File: src/rtl/ex_muldiv_unit.sv
// Multi-cycle multiply/divide unit beside the execute stage.
// result = reg2_i OP reg1_i (reg2_i = rj, reg1_i = rk). The multiply is held for MUL_CYCLES
// cycles so a retimed multiplier fits. Divides are radix-2 restoring on magnitudes, with the
// sign fix-up applied on the last iteration.
module ex_muldiv_unit #(
    parameter int unsigned WIDTH      = 32,
    parameter int unsigned MUL_CYCLES = 2
) (
    input  logic             clk,
    input  logic             rst,
    input  logic             start_i,
    input  logic             cancel_i,
    input  logic [2:0]       op_i,
    input  logic [WIDTH-1:0] reg1_i,
    input  logic [WIDTH-1:0] reg2_i,
    output logic [WIDTH-1:0] result_o,
    output logic             ready_o,
    output logic             busy_o,
    output logic             stallreq_o
);

    localparam int unsigned MaxCnt = (WIDTH > MUL_CYCLES) ? WIDTH : MUL_CYCLES;
    localparam int unsigned CntW   = $clog2(MaxCnt) + 1;
    localparam logic [WIDTH-1:0] One = {{(WIDTH-1){1'b0}}, 1'b1};

    typedef enum logic [1:0] {StIdle, StMul, StDiv, StDone} state_e;

    state_e           state_q, state_d;
    logic [CntW-1:0]  cnt_q, cnt_d;
    logic [2:0]       op_q, op_d;
    logic [WIDTH-1:0] a_q, a_d;      // rj as latched
    logic [WIDTH-1:0] b_q, b_d;      // rk as latched
    logic [WIDTH-1:0] rem_q, rem_d;  // partial remainder
    logic [WIDTH-1:0] quo_q, quo_d;  // dividend magnitude shifting out, quotient shifting in
    logic [WIDTH-1:0] dvs_q, dvs_d;  // divisor magnitude
    logic [WIDTH-1:0] result_q, result_d;

    logic               accept;
    logic               in_signed;
    logic [WIDTH-1:0]   abs_a, abs_b;
    logic               mul_signed;
    logic [2*WIDTH-1:0] mul_a, mul_b, prod;
    logic [WIDTH-1:0]   mul_res;
    logic               div_signed;
    logic [WIDTH:0]     shifted, trial;
    logic               q_bit;
    logic [WIDTH-1:0]   rem_next, quo_next;
    logic               neg_quo, neg_rem;
    logic [WIDTH-1:0]   div_res;

    // Operand magnitudes captured at accept; signed divides are DIV and MOD (op[1] = 0).
    always_comb begin
        accept    = (state_q == StIdle) && start_i && !cancel_i;
        in_signed = ~op_i[1];
        abs_a     = (in_signed && reg2_i[WIDTH-1]) ? (~reg2_i + One) : reg2_i;
        abs_b     = (in_signed && reg1_i[WIDTH-1]) ? (~reg1_i + One) : reg1_i;
    end

    // Multiply and divide datapaths working on the latched operands.
    always_comb begin
        // Only MULH is signed; the low half is the same for either signedness.
        mul_signed = (op_q[1:0] == 2'b01);
        mul_a      = {{WIDTH{mul_signed & a_q[WIDTH-1]}}, a_q};
        mul_b      = {{WIDTH{mul_signed & b_q[WIDTH-1]}}, b_q};
        prod       = mul_a * mul_b;
        // MULH (01) and MULHU (10) take the high half; MUL and reserved 011 take the low half.
        mul_res    = (op_q[1] ^ op_q[0]) ? prod[2*WIDTH-1:WIDTH] : prod[WIDTH-1:0];

        div_signed = ~op_q[1];
        shifted    = {rem_q, quo_q[WIDTH-1]};
        trial      = shifted - {1'b0, dvs_q};
        q_bit      = ~trial[WIDTH];
        rem_next   = q_bit ? trial[WIDTH-1:0] : shifted[WIDTH-1:0];
        quo_next   = {quo_q[WIDTH-2:0], q_bit};
        neg_quo    = div_signed & (a_q[WIDTH-1] ^ b_q[WIDTH-1]);
        neg_rem    = div_signed & a_q[WIDTH-1];

        // Divide by zero is fixed up explicitly: the magnitude loop does not produce it cleanly.
        if (b_q == '0) begin
            div_res = op_q[0] ? a_q : '1;
        end else if (op_q[0]) begin
            div_res = neg_rem ? (~rem_next + One) : rem_next;
        end else begin
            div_res = neg_quo ? (~quo_next + One) : quo_next;
        end
    end

    // Next-state logic: cancel beats start, start is only honoured in idle.
    always_comb begin
        state_d  = state_q;
        cnt_d    = cnt_q;
        op_d     = op_q;
        a_d      = a_q;
        b_d      = b_q;
        rem_d    = rem_q;
        quo_d    = quo_q;
        dvs_d    = dvs_q;
        result_d = result_q;

        unique case (state_q)
            StIdle: begin
                if (accept) begin
                    op_d    = op_i;
                    a_d     = reg2_i;
                    b_d     = reg1_i;
                    cnt_d   = '0;
                    rem_d   = '0;
                    quo_d   = abs_a;
                    dvs_d   = abs_b;
                    state_d = op_i[2] ? StDiv : StMul;
                end
            end
            StMul: begin
                if (cancel_i) begin
                    state_d = StIdle;
                end else begin
                    cnt_d = cnt_q + CntW'(1);
                    if (cnt_q == CntW'(MUL_CYCLES - 1)) begin
                        result_d = mul_res;
                        state_d  = StDone;
                    end
                end
            end
            StDiv: begin
                if (cancel_i) begin
                    state_d = StIdle;
                end else begin
                    cnt_d = cnt_q + CntW'(1);
                    rem_d = rem_next;
                    quo_d = quo_next;
                    if (cnt_q == CntW'(WIDTH - 1)) begin
                        result_d = div_res;
                        state_d  = StDone;
                    end
                end
            end
            StDone: begin
                state_d = StIdle;
            end
            default: begin
                state_d = StIdle;
            end
        endcase
    end

    // State and datapath registers with synchronous reset.
    always_ff @(posedge clk) begin
        if (rst) begin
            state_q  <= StIdle;
            cnt_q    <= '0;
            op_q     <= '0;
            a_q      <= '0;
            b_q      <= '0;
            rem_q    <= '0;
            quo_q    <= '0;
            dvs_q    <= '0;
            result_q <= '0;
        end else begin
            state_q  <= state_d;
            cnt_q    <= cnt_d;
            op_q     <= op_d;
            a_q      <= a_d;
            b_q      <= b_d;
            rem_q    <= rem_d;
            quo_q    <= quo_d;
            dvs_q    <= dvs_d;
            result_q <= result_d;
        end
    end

    assign result_o   = result_q;
    assign ready_o    = (state_q == StDone);
    assign busy_o     = (state_q == StMul) || (state_q == StDiv);
    // Low in the done cycle so the execute stage advances with the result.
    assign stallreq_o = accept || busy_o;

endmodule

File: config.mk
export PLATFORM = sky130hd
export DESIGN_NAME = ex_muldiv_unit
export DESIGN_NICKNAME = d
export VERILOG_FILES = /design/src/rtl/ex_muldiv_unit.sv
export SDC_FILE = /design/constraint.sdc
export NUM_CORES = 2
export LEC_CHECK = 0
export ABC_AREA = 1
export CAP_MARGIN = 5
export CELL_PAD_IN_SITES_DETAIL_PLACEMENT = 0
export CELL_PAD_IN_SITES_GLOBAL_PLACEMENT = 1
export CORE_MARGIN = 2
export CORE_UTILIZATION = 53
export CTS_CLUSTER_DIAMETER = 150
export DETAILED_ROUTE_END_ITERATION = 6
export GPL_ROUTABILITY_DRIVEN = 1
export PLACE_DENSITY = 0.95
export SLEW_MARGIN = 20
export SYNTH_ARGS = -nofsm -noshare
export SYNTH_HDL_FRONTEND = slang
export SYNTH_SLANG_ARGS = --single-unit
File: constraint.sdc
create_clock -name clk -period 15.7 [get_ports clk]
set_clock_uncertainty 0.15 [all_clocks]
set_input_delay 3.14 -clock clk [delete_from_list [all_inputs] [get_ports clk]]
set_output_delay 3.14 -clock clk [all_outputs]
set_load 0.01 [all_outputs]
== Yosys cells after proc, flatten, opt, wreduce, memory -nomap -nowiden ==
Index checks and enable logic that the tools add are counted.
Operators by class
  add/sub/neg operators: 6
  multiply operators: 1
  eq/ne operators: 14
  muxes and demuxes: 30
  bitwise logic cells: 13
  reductions and logical operators: 18
Operators by type and width (number)
  two-way mux 32 bit: 17
  case mux 32 bit (2 select lines): 3
  adder 32 x 1 -> 32 bit, second input constant: 4
  inverter 32 bit: 4
  multiplier 33 x 33 -> 64 bit: 1
  subtractor 33 x 32 -> 33 bit: 1
  logical NOT 32 bit: 1
  two-way mux 2 bit: 6
  two-way mux 6 bit: 2
  inequality test 2 bit, second input constant: 6
  case mux 6 bit (2 select lines): 1
  AND reduction 3 bit: 3
  case mux 2 bit (4 select lines): 1
  adder 6 x 1 -> 6 bit, second input constant: 1
  == test 6 x 1 -> 1 bit, second input constant: 1
  == test 6 x 5 -> 1 bit, second input constant: 1
  inequality test 3 bit, second input constant: 2
  nonzero test 2 bit: 3
  AND reduction 5 bit: 1
  AND 1 bit: 4
  == test 2 x 1 -> 1 bit, second input constant: 2
  == test 2 bit, second input constant: 2
  logical AND 1 bit: 4
  inverter 1 bit: 3
  other kinds (6): 8
Word-level totals
  register bits: 202
  input port bits: 71
  output and inout port bits: 35
  logic and storage cells: 91

== Longest topological paths before layout ==
  word-level depth: 10
  mapped depth: 37
  depth with buffers taken out: 37

== Worst setup path after synthesis ==
Ideal clock, no wire load.
  path kind: flip-flop to flip-flop
  start point: register op_q[1]
  end point: register result_q[29] (netlist: result_o[29])
  setup time: 0.119 ns
  data arrival time: 7.674 ns
  data required time: 15.431 ns
  path slack: 7.757 ns
  cell stages (with the launch flop): 35
  buffers on the path: 2
  period minus slack after synthesis: 7.943 ns
  path through: dfxtp_1 inv_1 ha_1 nand2_1 clkbuf_1 buf_1 nor2_1 fa_1 inv_1 fa_1 inv_1 fa_1 inv_1 fa_1 fa_1 inv_1 fa_1 inv_1 fa_1 fa_1 inv_1 ha_1 nand2_1 nor2_1 inv_1 nor2_1 inv_1 nor2_1 nand2_1 o211ai_1 a21oi_1 o21ai_0 nand2_1 a21oi_1 a21oi_1
Between the ends
  cells in the longest elaborated chain, start to end: 8
  elaborated cells between the ends (all ways): 18
  classes of those cells: mul (1); eq/ne (1); mux (10); bitwise (6)
RTL lines
  start: declaration: RTL line 30  | logic [2:0] op_q, op_d;
  start signal: assignment: RTL line 161  | op_q <= op_d;
  parallel branches: the longest is 7 deep, another holds multiplier 33 x 33 -> 64 bit
  case mux 32 bit (2 select lines) *: RTL line 100  | unique case (state_q)
  end signal: assignment: RTL line 167  | result_q <= result_d;
  end: declaration: RTL line 36  | logic [WIDTH-1:0] result_q, result_d;
Mark *: on every way between the ends. The select of a mux whose other input is x is not followed.
A chain may end at the register's enable or synchronous reset.

== Final worst setup path ==
  start point: register a_q[31]
  end point: register result_q[11] (netlist: result_o[11])
Between the ends
  cells in the longest elaborated chain, start to end: 8
  elaborated cells between the ends (all ways): 15
  classes of those cells: mul (1); mux (10); bitwise (4)
RTL lines
  start: declaration: RTL line 31  | logic [WIDTH-1:0] a_q, a_d;
  start signal: assignment: RTL line 152  | a_q <= '0;
  start signal: assignment: RTL line 162  | a_q <= a_d;
  parallel branches: the longest is 7 deep, another holds multiplier 33 x 33 -> 64 bit
  case mux 32 bit (2 select lines) *: RTL line 100
Marked as above.

==> flow_summary_export.csv <==
group,metric,value,unit
status,status,"complete, no violations",
detailed_routing,drc_errors,0,
power_and_ir_drop,switching_share,59.6,%
floorplanning,rows,117,
detailed_routing,dr.pass1.iters,6,
cts,cts_resized,0,
floorplanning,die_x,325,um
cells_and_area,area_growth,5.19,%
synthesis,synth_async_sr_flop_share,0,%
synthesis,synth_edf_count,0,
synthesis,ys_ff_latch,201,
synthesis,synthesis.nets,8887,
floorplanning,fp.dieH,325,um
cts,cts_tree,"done",
cts,cts.path.max_buffers,3,
placement,io_buffers,105,
worst_setup_path,cp-end-kind,"register",
floorplanning,core-area,0.102,sq mm
power_and_ir_drop,p_int,2.41,mW
detailed_routing,routed_wl,180000,um
global_route,grt_max_degree,87,
worst_setup_path,arrival,9700,ps
timing,worst_pin_slew,1030,ps
floorplanning,start_util,53.5,%
timing,period_share,59.7,%
floorplanning,ios,106,
cts,clkSlewWorstSetupHoldPaths,70,ps
placement,gp_congestion,1.02,
cells_and_area,drive_gt1_share,3.01,%
cts,numClockSinks,201,
worst_setup_path,crit_slowest_cell,"fa_1",
placement,dp_cells,8606,
global_route,antenna_found_initial,7,
global_route,first_global_vias,48800,
power_and_ir_drop,vdd_drop_max,0.105,mV
cells_and_area,final.fill_count,9872,
synthesis,synth_area,0.0545,sq mm
power_and_ir_drop,p_seq_share,12.4,%
cts,cts_buffers,24,
worst_setup_path,cp_slowest_stage_delay,630,ps
detailed_routing,route.antenna.remaining_nets,0,
placement,dp_hpwl,146000,um
timing,relSlewSlack,31.1,%
cells_and_area,fin_util,56.2,%
synthesis,syn_area_per_cell,7.33,sq um
timing,finalSetupViolCount,0,
power_and_ir_drop,power.net_switching,3.55,mW
cts,hold_buffers,0,
power_and_ir_drop,power_density,104,mW/mm^2
min_path,min_path_type,"register to register",
worst_setup_path,cp.required,16030,ps
timing,grt_setup_unrepaired,"no",
cells_and_area,final-seq-area,0.00403,sq mm
detailed_routing,viasPerCell,5.50,
detailed_routing,vias,47600,
cells_and_area,mostFrequentLayoutCells,"1929 x inv_1, 1893 x nand2_1, 1126 x fa_1, 344 x nor2_1, 344 x a21oi_1",
global_route,grt_pass1_wl,284000,um
power_and_ir_drop,clkPwrFrac,11.1,%
worst_setup_path,cp-start-kind,"register",
timing,finalSetupTns,0,ps
cts,insertion_delay,560,ps
worst_setup_path,path_max_fanout,36,
power_and_ir_drop,p_comb_share,76.6,%
cts,cts_max_level,1,
global_route,overflow,0,
timing,hold_viol_final,0,
cts,clockRootBuffer,"clkbuf_16",
detailed_routing,drt_iter0_drc,4279,
cells_and_area,multi_input_comb_area,0.0417,sq mm
synthesis,synthDistinctLibCells,56,
cells_and_area,final_common_cell,"inv_1",
cells_and_area,instances_no_fill,8652,
power_and_ir_drop,leakagePower,29.5,nW
synthesis,seq_area_frac_synth,7.39,%
timing,timing.fmax,107,MHz
cts,post_cts_buffers,0,
cells_and_area,nNetsFinal,8718,
timing,maxSlewViolCount,0,
synthesis,synthFlopType,"dfxtp_1",
job,drv_cap,0,
global_route,grt_usage,34.8,%
synthesis,syn_inst,7433,
floorplanning,die_area,0.105,sq mm
detailed_routing,wl_per_cell,20.9,um
timing,fin_crit,9370,ps
worst_setup_path,critPathKind,"register to register",
synthesis,ys_warn_count,0,
-- cells by family after synthesis --
group	count (synthesis)	synth area share, %
AOI/OAI and AO/OA	806	8.21
xor gates and xnor gates	82	1.32
adders and majority gates	1383	47.3
buffers and inverters	2319	16.1
DFF	201	7.39
and+or+nand+nor	2642	19.7
-- critical path, delay by kind of cell (launching register included) --
family	cells	cell delay (ps)
and+or+nand+nor	4	1000
buffers and inverters	9	1560
adders and majority gates	9	4440
AOI/OAI and AO/OA	7	1780
DFF	1	310
-- synth_stat cells, types with 7 or more instances --
library cell | n | area (sq um)
or2_2 | 19 | 119
a21o_1 | 14 | 105
nand4_1 | 40 | 250
clkbuf_1 | 345 | 1290
nor2_2 | 10 | 62.6
nand3b_1 | 19 | 143
o21bai_1 | 10 | 75.1
o221ai_1 | 21 | 184
ha_1 | 257 | 3220
o21ai_0 | 273 | 1370
nor2_1 | 346 | 1300
a21oi_1 | 344 | 1720
o211ai_1 | 35 | 263
a21oi_2 | 7 | 61.3
xor2_1 | 49 | 429
nand2_1 | 1894 | 7110
buf_2 | 9 | 45.0
dfxtp_1 | 201 | 4020
buf_1 | 16 | 60.1
nor4_1 | 14 | 87.6
nand2_2 | 19 | 119
a31oi_1 | 58 | 363
fa_1 | 1126 | 22500
xnor2_1 | 33 | 289
a211oi_1 | 11 | 82.6
nand3_1 | 200 | 1000
nor3_1 | 49 | 245
o21a_1 | 8 | 60.1
nand2_4 | 8 | 90.1
inv_1 | 1930 | 7240
-- power groups by stage --
stage	registers (mW)	clock network, mW	logic (mW)
final	0.737	0.661	4.57
after global routing	0.743	0.682	5.03
after CTS	0.732	0.664	4.50
after detailed placement	0.743	0	4.47
after global placement	0.742	0	4.42
after floorplan	0.656	0	3.02
-- worst paths after layout --
check / slack, ps / to / start / cells past startpoint
worst min register to register: 330 / quo_q[29]$_SDFFE_PP0P_ / quo_q[29]$_SDFFE_PP0P_ / 2
worst max register to register: 6330 / result_o[11]$_SDFFE_PP0P_ / a_q[31]$_SDFFE_PP0P_ / 29
worst max-delay path: 6330 / result_o[11]$_SDFFE_PP0P_ / a_q[31]$_SDFFE_PP0P_ / 29
worst min-delay path: 330 / quo_q[29]$_SDFFE_PP0P_ / quo_q[29]$_SDFFE_PP0P_ / 2
-- routing by layer --
| layer | GRT usage [%] | vias to the layer above | share of wire [%] |
|---|---|---|---|
| li1 | - | 21400 | - |
| met1 | 48.0 | 23800 | 42 |
| met2 | 55.3 | 2016 | 45 |
| met3 | 6.25 | 411 | 8.4 |
| met4 | 12.1 | 12 | 4.3 |
| met5 | 0 | - | 0.042 |
-- through the flow --
| step | cell area [sq um] | worst slack (ps) | power (mW) | hold slack (ps) |
|---|---|---|---|---|
| after global placement | 56400 | 6110 | 5.16 | 306 |
| final | 57300 | 6330 | 5.97 | 328 |
| after CTS | 57300 | 6330 | 5.89 | 327 |
| after detailed placement | 56400 | 6360 | 5.21 | 317 |
| after floorplan | 54500 | 7760 | 3.68 | 295 |
| after global routing | 57300 | 5890 | 6.45 | 354 |
-- final cells by class --
| type | instances | area share, % |
|---|---|---|
| clock inverters | 11 | 0.332 |
| multi-input cells | 4913 | 72.8 |
| flip-flops and latches | 201 | 7.04 |
| inverters | 1941 | 12.7 |
| diodes | 2 | 0.00873 |
| repair buffers | 183 | 2.85 |
| clock buffers | 33 | 1.27 |
| well taps | 1368 | 2.99 |
-- sequential cells by signal (all words and copies together) (netlist names) --
| register | flops |
|---|---|
| a_q | 32 |
| b_q | 32 |
| cnt_q | 6 |
| dvs_q | 31 |
| op_q | 2 |
| quo_q | 32 |
| rem_q | 32 |
| result_o | 32 |
| state_q | 2 |
No activity file was read; power rests on OpenSTA's default activity.
